File: config.mk
export PLATFORM = sky130hd
export DESIGN_NAME = mem_arbiter
export DESIGN_NICKNAME = d
export VERILOG_FILES = /design/src/rtl/mem_arbiter.sv
export SDC_FILE = /design/constraint.sdc
export NUM_CORES = 1
export LEC_CHECK = 0
export ABC_AREA = 1
export BUFFER_PORTS_ARGS = -buffer_cell sky130_fd_sc_hd__buf_2
export CORE_MARGIN = 10
export CORE_UTILIZATION = 53
export CTS_BUF_LIST = sky130_fd_sc_hd__clkbuf_8
export DETAILED_ROUTE_END_ITERATION = 6
export PLACE_DENSITY_LB_ADDON = 0.1
export SLEW_MARGIN = 15
export SYNTH_ARGS = -nofsm -noshare
export SYNTH_HDL_FRONTEND = slang
export SYNTH_SLANG_ARGS = --single-unit
File: constraint.sdc
create_clock -name clk -period 3.3 [get_ports clk]
set_input_delay 0.33 -clock clk [delete_from_list [all_inputs] [get_ports clk]]
set_output_delay 0.33 -clock clk [all_outputs]
set_load 0.1 [all_outputs]
File: src/rtl/mem_arbiter.sv
// Two-port round-robin arbiter that serialises read/write commands onto a
// single-port memory with a registered read; one command in flight at a time.
module mem_arbiter #(
  parameter int ADDR_WIDTH = 4,
  parameter int DATA_WIDTH = 16
) (
  input  logic                  clk,
  input  logic                  reset,
  input  logic                  req_valid_0,
  input  logic                  req_valid_1,
  output logic                  req_ready_0,
  output logic                  req_ready_1,
  input  logic                  req_we_0,
  input  logic                  req_we_1,
  input  logic [ADDR_WIDTH-1:0] req_addr_0,
  input  logic [ADDR_WIDTH-1:0] req_addr_1,
  input  logic [DATA_WIDTH-1:0] req_wdata_0,
  input  logic [DATA_WIDTH-1:0] req_wdata_1,
  output logic                  resp_valid_0,
  output logic                  resp_valid_1,
  output logic [DATA_WIDTH-1:0] resp_rdata_0,
  output logic [DATA_WIDTH-1:0] resp_rdata_1,
  output logic [ADDR_WIDTH-1:0] mem_addr,
  output logic                  mem_rd_en,
  output logic                  mem_wr_en,
  output logic [DATA_WIDTH-1:0] mem_wdata,
  input  logic [DATA_WIDTH-1:0] mem_rdata,
  output logic                  busy
);

  typedef enum logic [1:0] {
    IDLE    = 2'd0,
    ISSUE   = 2'd1,
    CAPTURE = 2'd2,
    RESP    = 2'd3
  } state_t;

  state_t                state_q;
  logic                  prio_q;
  logic                  owner_q;
  logic                  we_q;
  logic                  mem_rd_en_q;
  logic                  mem_wr_en_q;
  logic [ADDR_WIDTH-1:0] mem_addr_q;
  logic [DATA_WIDTH-1:0] mem_wdata_q;
  logic [1:0]            resp_valid_q;
  logic [DATA_WIDTH-1:0] resp_rdata_q [2];

  logic                  grant_0;
  logic                  grant_1;
  logic                  owner_d;
  logic                  we_d;
  logic [ADDR_WIDTH-1:0] addr_d;
  logic [DATA_WIDTH-1:0] wdata_d;

  // Ready is withheld while reset is asserted so it first rises after release.
  assign grant_0 = !reset && (state_q == IDLE) && req_valid_0 && (!req_valid_1 || !prio_q);
  assign grant_1 = !reset && (state_q == IDLE) && req_valid_1 && (!req_valid_0 ||  prio_q);

  assign owner_d = grant_1;
  assign we_d    = grant_1 ? req_we_1    : req_we_0;
  assign addr_d  = grant_1 ? req_addr_1  : req_addr_0;
  assign wdata_d = grant_1 ? req_wdata_1 : req_wdata_0;

  always_ff @(posedge clk or posedge reset) begin
    if (reset) begin
      state_q         <= IDLE;
      prio_q          <= 1'b0;
      owner_q         <= 1'b0;
      we_q            <= 1'b0;
      mem_rd_en_q     <= 1'b0;
      mem_wr_en_q     <= 1'b0;
      mem_addr_q      <= '0;
      mem_wdata_q     <= '0;
      resp_valid_q    <= '0;
      resp_rdata_q[0] <= '0;
      resp_rdata_q[1] <= '0;
    end else begin
      case (state_q)
        IDLE: begin
          if (grant_0 || grant_1) begin
            owner_q     <= owner_d;
            we_q        <= we_d;
            mem_addr_q  <= addr_d;
            mem_wdata_q <= wdata_d;
            mem_rd_en_q <= !we_d;
            mem_wr_en_q <= we_d;
            prio_q      <= !owner_d;
            state_q     <= ISSUE;
          end
        end
        ISSUE: begin
          mem_rd_en_q <= 1'b0;
          mem_wr_en_q <= 1'b0;
          state_q     <= CAPTURE;
        end
        CAPTURE: begin
          // Memory read data is valid only now, one cycle after the enable.
          resp_rdata_q[owner_q] <= we_q ? '0 : mem_rdata;
          resp_valid_q[owner_q] <= 1'b1;
          state_q               <= RESP;
        end
        RESP: begin
          resp_valid_q <= '0;
          state_q      <= IDLE;
        end
        default: state_q <= IDLE;
      endcase
    end
  end

  assign req_ready_0  = grant_0;
  assign req_ready_1  = grant_1;
  assign resp_valid_0 = resp_valid_q[0];
  assign resp_valid_1 = resp_valid_q[1];
  assign resp_rdata_0 = resp_rdata_q[0];
  assign resp_rdata_1 = resp_rdata_q[1];
  assign mem_addr     = mem_addr_q;
  assign mem_rd_en    = mem_rd_en_q;
  assign mem_wr_en    = mem_wr_en_q;
  assign mem_wdata    = mem_wdata_q;
  assign busy         = (state_q != IDLE);

endmodule

* Yosys cells after proc, flatten, opt, wreduce, memory -nomap -nowiden *
Index checks and enable logic that the tools add are counted.

operators by class
  mux-type cells = 16
  $add $sub $neg = 0
  shift operators = 0
  bitwise logic cells = 2
  equal/unequal tests = 4
  multiply operators = 0
  order comparisons = 4
  reduce and logical (&&, ||, !) cells = 22
  div/mod/pow operators = 0

operator list
  kind                                                  number
  two-way mux 16 bit                                    3
  bitwise mux 32 bit                                    1
  demux 16 bit (select 1 bit)                           1
  one-hot mux 2 bit (4 select lines)                    1
  logical AND 1 bit                                     7
  zero test 1 bit                                       6
  nonzero test 2 bit                                    3
  equality test 2 bit (second input constant)           2
  two-way mux 1 bit                                     4
  two-way mux 4 bit                                     1
  one-hot mux 1 bit (2 select lines)                    2
  one-hot mux 2 bit (2 select lines)                    1
  AND reduction 2 bit                                   2
  logical OR 1 bit                                      3
  equality test 2 x 1 -> 1 bit (second input constant)  1
  >= comparator 2 bit (second input constant)           1
  zero test 2 bit                                       1
  < comparator 1 x 2 -> 1 bit (second input constant)   1
  < comparator 2 x 1 -> 1 bit (second input constant)   1
  two-way mux 2 bit                                     1
  != test 2 x 1 -> 1 bit (second input constant)        1
  NOT 1 -> 2 bit                                        1
  bitwise OR 2 bit                                      1
  demux 1 bit (select 1 bit)                            1
  >= comparator 1 bit (second input constant)           1

storage, ports and cells
  bits of input ports = 62
  bits in read-only memories = 0
  output and inout bits = 59
  latch bits = 0
  memories = 0
  logic and storage cells = 59
  bits in writable memories = 0
  register bits = 61

* Logic depth before layout (Yosys ltp) *
Gate-level depths: netlist of run 1.

  depth in word-level cells = 8
  gate-level depth with buffers = 11
  mapped depth without buffers = 10

* Worst setup path before layout of run 1 *
OpenSTA, ideal clock, no wires.

  path type = input-to-reg
  start point = input reset
  end point = register mem_wdata_q[0], in the netlist mem_wdata[0]
  stages = 5
  required time = 3180 ps
  path slack = 701 ps
  library setup time = 120 ps
  arrival = 2479 ps
  path buffers = 1
  cell sequence = inv_1 o211ai_2 clkbuf_1 nand2_1 nand2_1

between the ends
  longest elaborated chain between the ends = 6
  elaborated cells on any way between the ends = 9
  classes of those cells = 1 x mux; 8 x reduce/logical

ends and longest elaborated chain
  what                                                      line    source
  start: declaration                                        8       input logic reset,
  zero test 1 bit (no line) *                               -
  logical AND 1 bit *                                       57, 58
  logical AND 1 bit, on equally long branches (2 in a row)  57, 58
  logical OR 1 bit                                          81      if (grant_0 || grant_1) begin
  AND reduction 2 bit (no line)                             -
  end signal: assignment                                    85      mem_wdata_q <= wdata_d;
  end: declaration                                          45      logic [DATA_WIDTH-1:0] mem_wdata_q;

Every way passes the cells marked *; elsewhere a longest branch is shown, timed or not.
A chain may end at the register's enable or synchronous reset.

* Final worst setup path of run 1 *
  start point = register state_q[0]
  end point = register mem_rd_en_q, in the netlist mem_rd_en

between the ends
  longest elaborated chain between the ends = 8
  elaborated cells on any way between the ends = 15
  classes of those cells = 2 x eq/ne; 3 x mux; 10 x reduce/logical

ends and longest elaborated chain
  what                                line        source
  start: declaration                  38          state_t state_q;
  start signal: assignment            67          state_q <= IDLE;
  start signal: assignment            89          state_q <= ISSUE;
  start signal: assignment            95          state_q <= CAPTURE;
  zero test 2 bit                     57, 58, 79
  logical AND 1 bit                   57, 58
  logical AND 1 bit (2 in a row)      58          assign grant_1 = !reset && (state_q == IDLE) && req_valid_1 && (!req_valid_0 || prio_q);
  two-way mux 1 bit                   61          assign we_d = grant_1 ? req_we_1 : req_we_0;
  zero test 1 bit                     86          mem_rd_en_q <= !we_d;
  two-way mux 1 bit                   81
  one-hot mux 1 bit (2 select lines)  79          case (state_q)
  end signal: assignment              86
  end: declaration                    42          logic mem_rd_en_q;

Several ways; a longest one is shown, not always the timed one. The select of a mux whose other input is x is not followed.

==> metrics.txt, run 1 <==
port bufs=120; die area=~8600 um2; CTS root buffer=clkbuf_8; die width=between 90 and 100 um; main combinational cell family by area after synthesis=simple AND/OR/NAND/NOR gates; final wirelength=7270 um; commonest non-fill, non-tap cell in the layout=nand2_1; largest cells by area after synthesis=dfrtp_1 55%, nand2_1 31%, inv_1 3.5%, nor2_1 3.0%, ha_1 1.8%; Initial Utilization=54.7%; commonest non-fill, non-tap cells in the layout=228 x nand2_1, 120 x buf_2, 61 x dfrtp_1, 25 x inv_1, 22 x nor2_1; top cell type's share of synthesized area=54.6%; DP HPWL=about 5400 um; per-instance average area after synthesis=~7.5 um2; initial DRC count=89; Diodes inserted=0; Clk Latency, worst-skew pair=320 ps; clock sink total=between 60 and 70; RSZ-0062 raised after global routing=no; RePlAce Congestion=approximately 0.78; Multi-input gate area=~1100 um2; WL/cell=12.8 um; startpoint types=register; max-slew violations=0; area share of and/or/nand/nor cells after synthesis=35.5%; CP Capture Type=register; Synth Area in XOR/XNOR=0%; largest net degree at the start of global routing=62; Syn. warnings=0; Critical Path AT=2560 ps; CTS tree=yes; max-cap violations=0; Die Height=92.6 um; min cycle time layout=2300 ps; fillers=410; CP max FO=28; Total Nets Final=560; Initial DRT Pass Iterations=4; setup repair bufs after CTS=0; Req. time, crit path=3550 ps; fmax=0.434 GHz; Setup Skew=between 6 and 7 ps; flops & latches, synth=61; DR vias=roughly 2600; Tot GR Track Use=between 10% and 20%; final hold viol count=0; CP Class=reg2reg; FP Rows=26; post-CTS sizing=0; Post-route DRC=0; syn nets=439; Area Overhead vs Synth=30.5%; Syn Inst Count=373; I/O Pins=about 120; run status=finished clean; Setup Total Neg Slack=0 ps; CTS Buf Count=9; Hold-fix buffers, CTS=0; crit share post-route=69.8%; htree depth=3; final setup fails=0; antenna violations before repair=0; worst slew pin tran=1130 ps; vias in the first global route=2834; synthesized area=~2800 um2; layout cells sized above 1=29.3%; post-synthesis compound-gate area fraction=1.39%; area share of fa/ha/maj cells after synthesis=1.79%; worst hold-check path type=in2async; Via-to-Cell Ratio=between 4 and 5; multiplexer share of the synthesized area=0%; Register Area=1530 um2; Post-DRT Antenna Nets=0; post-synth top area cell=dfrtp_1; core area=5110 um2; register area share after synthesis=between 50% and 60%; post-synthesis cell type count=18; Final Cell Area=between 3000 and 4000 um2; clock tree buffer depth=2; placed instance area=3440 um2; first-pass GRT wire length=around 13000 um; CTS clk-pin slew, worst paths=60 ps; Rel. slew slack=24.6%; GRT overflow=0
==> path summary, 6_finish.rpt <==
kind | start | endpoint | slack, ps | cells after the start
setup / recovery | state_q[0] | mem_rd_en | 1000 | 6
hold reg to reg | resp_rdata_0[3] | resp_rdata_0[3] | 470 | 2
setup reg to reg | state_q[0] | mem_rd_en | 1000 | 6
min in group clk | req_wdata_1[14] | mem_wdata[14] | 280 | 5
max in group asynchronous | reset | resp_rdata_0[14] | 2540 | 3
hold / removal | reset | mem_wdata[9] | 270 | 3
==> final cells by class <==
class                      instances  area share (%)
inverter                          30            3.09
tap                               70            2.40
timing repair buffer             124            17.3
clock inverter                     4            1.23
clock buffer                      12            4.53
sequential                        61            41.9
multi-input combinational        268            29.6
==> flip-flops by register name (all words and copies together) (netlist names) <==
name / cells
mem_wr_en: 1
state_q: 2
resp_valid_q: 2
we_q: 1
mem_wdata: 16
mem_rd_en: 1
mem_addr: 4
owner_q: 1
resp_rdata_1: 16
prio_q: 1
resp_rdata_0: 16
==> synthesized netlist by cell type <==
| library cell | number |
|---|---|
| ha_1 | 4 |
| dfrtp_1 | 61 |
| nand3_2 | 1 |
| nand3_1 | 5 |
| nor2_4 | 1 |
| buf_6 | 2 |
| o21ai_0 | 3 |
| nand4_1 | 1 |
| a31oi_1 | 1 |
| nor2_1 | 22 |
| o211ai_2 | 1 |
| clkbuf_1 | 5 |
| nand2_1 | 228 |
| buf_2 | 7 |
| inv_1 | 26 |
| clkinv_1 | 2 |
| a21oi_1 | 1 |
| inv_2 | 2 |
==> critical path: stages, from the launching register on <==
cell	delay, ps
dfrtp_1	400
inv_1	110
ha_1	280
o211ai_2	510
inv_1	710
nand3_1	150
nand2_1	80
==> per-stage QoR <==
stage	instances	utilization (%)	setup slack (ps)	hold WS, ps
2_1_floorplan	373	-	701	502
3_3_place_gp	553	67.3	939	457
3_5_place_dp	553	67.3	884	460
4_1_cts	569	71.4	976	271
5_1_grt	569	71.4	756	298
6_report	569	71.4	996	271
==> per-layer routing <==
metal / share of wire (%) / vias up / global-route usage [%]
li1: - / 1350 / -
met1: 43 / 1150 / 20.3
met2: 45 / 102 / 28.8
met3: 9.7 / 10 / 7.99
met4: 1.7 / 0 / 7.07
met5: 0 / - / 0
==> kinds of logic after synthesis <==
kind of cell | after synthesis
AO/OA/AOI/OAI | 6
flip-flops | 61
adder cells (fa/ha/maj) | 4
AND/OR/NAND/NOR | 258
buffers and inverters | 44
Power of run 1 is left out: the tool's default activity adds up to more than one toggle a clock period on the data nets, which glitch-free logic cannot reach.
==> inputs of run 2 (changes only) <==
CORE_UTILIZATION = 49   (was 53)
clock period = 2.3 ns   (was 3.3 ns; I/O delays follow)
==> metrics.txt, run 2 (synthesis results as in run 1) <==
run status=finished clean; Post-route DRC=0 (unchanged); CTS tree=yes; Rel. slew slack=50.1% (+26 points); I/O Pins=121 (unchanged); core area=5510 um2 (+7.8%); final hold viol count=0 (unchanged); Clk Latency, worst-skew pair=330 ps (about the same); DR vias=2659 (+1.8%); min cycle time layout=roughly 2100 ps; port bufs=120 (unchanged); commonest non-fill, non-tap cell in the layout=nand2_1; final setup fails=0 (unchanged); Initial Utilization=50.8% (-4.0 points); CP max FO=22 (-21%); GRT overflow=0 (unchanged); max-slew violations=0 (unchanged); CTS Buf Count=9 (unchanged); setup repair bufs after CTS=0 (unchanged); Initial DRT Pass Iterations=4 (unchanged); Total Nets Final=561 (+0.18%); worst slew pin tran=749 ps (-379 ps); post-CTS sizing=0 (unchanged); RePlAce Congestion=0.781 (+0.37%); CP Capture Type=output port; FP Rows=27 (+3.8%); Req. time, crit path=2070 ps (-1480 ps); DP HPWL=5530 um (+1.7%); clock tree buffer depth=2 (unchanged); CTS root buffer=clkbuf_8; Area Overhead vs Synth=32.2%; RSZ-0062 raised after global routing=no; Die Height=95.5 um (+3.1%); Critical Path AT=1890 ps (-670 ps); Detail Route met3 WL=740 um (+5.3%); CTS clk-pin slew, worst paths=70 ps (about the same); Routed met2 length=3520 um (+6.6%); WL/cell=13.2 um (+3.0%); die width=95.5 um (+3.1%); final wirelength=7530 um (+3.6%); fmax=0.472 GHz; max-cap violations=0 (unchanged); vias in the first global route=2753 (-2.9%); Metal-1 WL=3150 um (+0.32%); die area=9130 um2 (+6.4%); initial DRC count=54 (-39%); Post-DRT Antenna Nets=0 (unchanged); first-pass GRT wire length=12500 um (-1.3%); worst hold-check path type=in2reg; Diodes inserted=0 (unchanged); Hold-fix buffers, CTS=0 (unchanged); CP Class=reg2out; largest net degree at the start of global routing=62 (unchanged); antenna violations before repair=0 (unchanged); layout cells sized above 1=29.2% (-0.059 points); Tot GR Track Use=17.2% (-0.63 points); top sig layer=met4; startpoint types=register; htree depth=3 (unchanged); Setup Total Neg Slack=0 ps (unchanged); commonest non-fill, non-tap cells in the layout=228 x nand2_1, 118 x buf_2, 61 x dfrtp_1, 26 x inv_1, 22 x nor2_1; Via-to-Cell Ratio=4.65 (+1.3%); crit share post-route=92.1%; clock sink total=61 (unchanged); Setup Skew=6.78 ps (+0.476 ps)
[run 2: cell count changes in the layout (fill, tap and decap cells not counted), sizes merged]
| cell | before | now |
|---|---|---|
| bufinv | 1 | 2 |
| clkinvlp | 0 | 1 |
| inv | 28 | 27 |
[run 2: path summary, 6_finish.rpt]
path	start	endpoint	slack (ps)	cells after the start
worst max-delay path	state_q[0]	req_ready_1	180	7
worst min-delay path	req_wdata_1[12]	mem_wdata[12]	180	5
worst max register to register	state_q[0]	mem_rd_en	540	6
worst min register to register	mem_addr[1]	mem_addr[1]	470	2
max in group asynchronous	reset	resp_rdata_0[10]	1610	3
min in group asynchronous	reset	mem_wdata[8]	190	3
[run 2: per-stage QoR]
step	worst slack, ps	hold WS, ps	util [%]	area [um2]	cells
finish	181	178	67.1	3690	572
CTS	83.6	159	67.0	3690	572
detailed placement	457	460	62.9	3470	556
global route	6.57	193	67.1	3690	572
floorplan	244	350	-	2800	373
global placement	541	457	62.9	3470	556
[run 2: final cells by class]
class                           instances  area (um2)
Fill cell                             513        1810
Sequential cell                        61        1530
Multi-Input combinational cell        268        1080
Timing Repair Buffer                  125         656
Clock buffer                           11         151
Inverter                               30         118
Tap cell                               72        90.1
Clock inverter                          5        73.8
[run 2: metal layers]
layer | global-route usage, % | up-vias
met5 | 0 | -
met4 | 6.39 | 0
met3 | 7.93 | 14
met2 | 28.2 | 97
met1 | 19.3 | 1199
li1 | - | 1349
[run 2: critical path, cell delays in order (launching register included)]
cell and delay, ps:
dfrtp_1 410, inv_1 110, ha_1 290, inv_2 90
nor2_4 110, nand3_2 90, clkinv_2 240, buf_12 220
Power of run 2 is left out for the same reason.
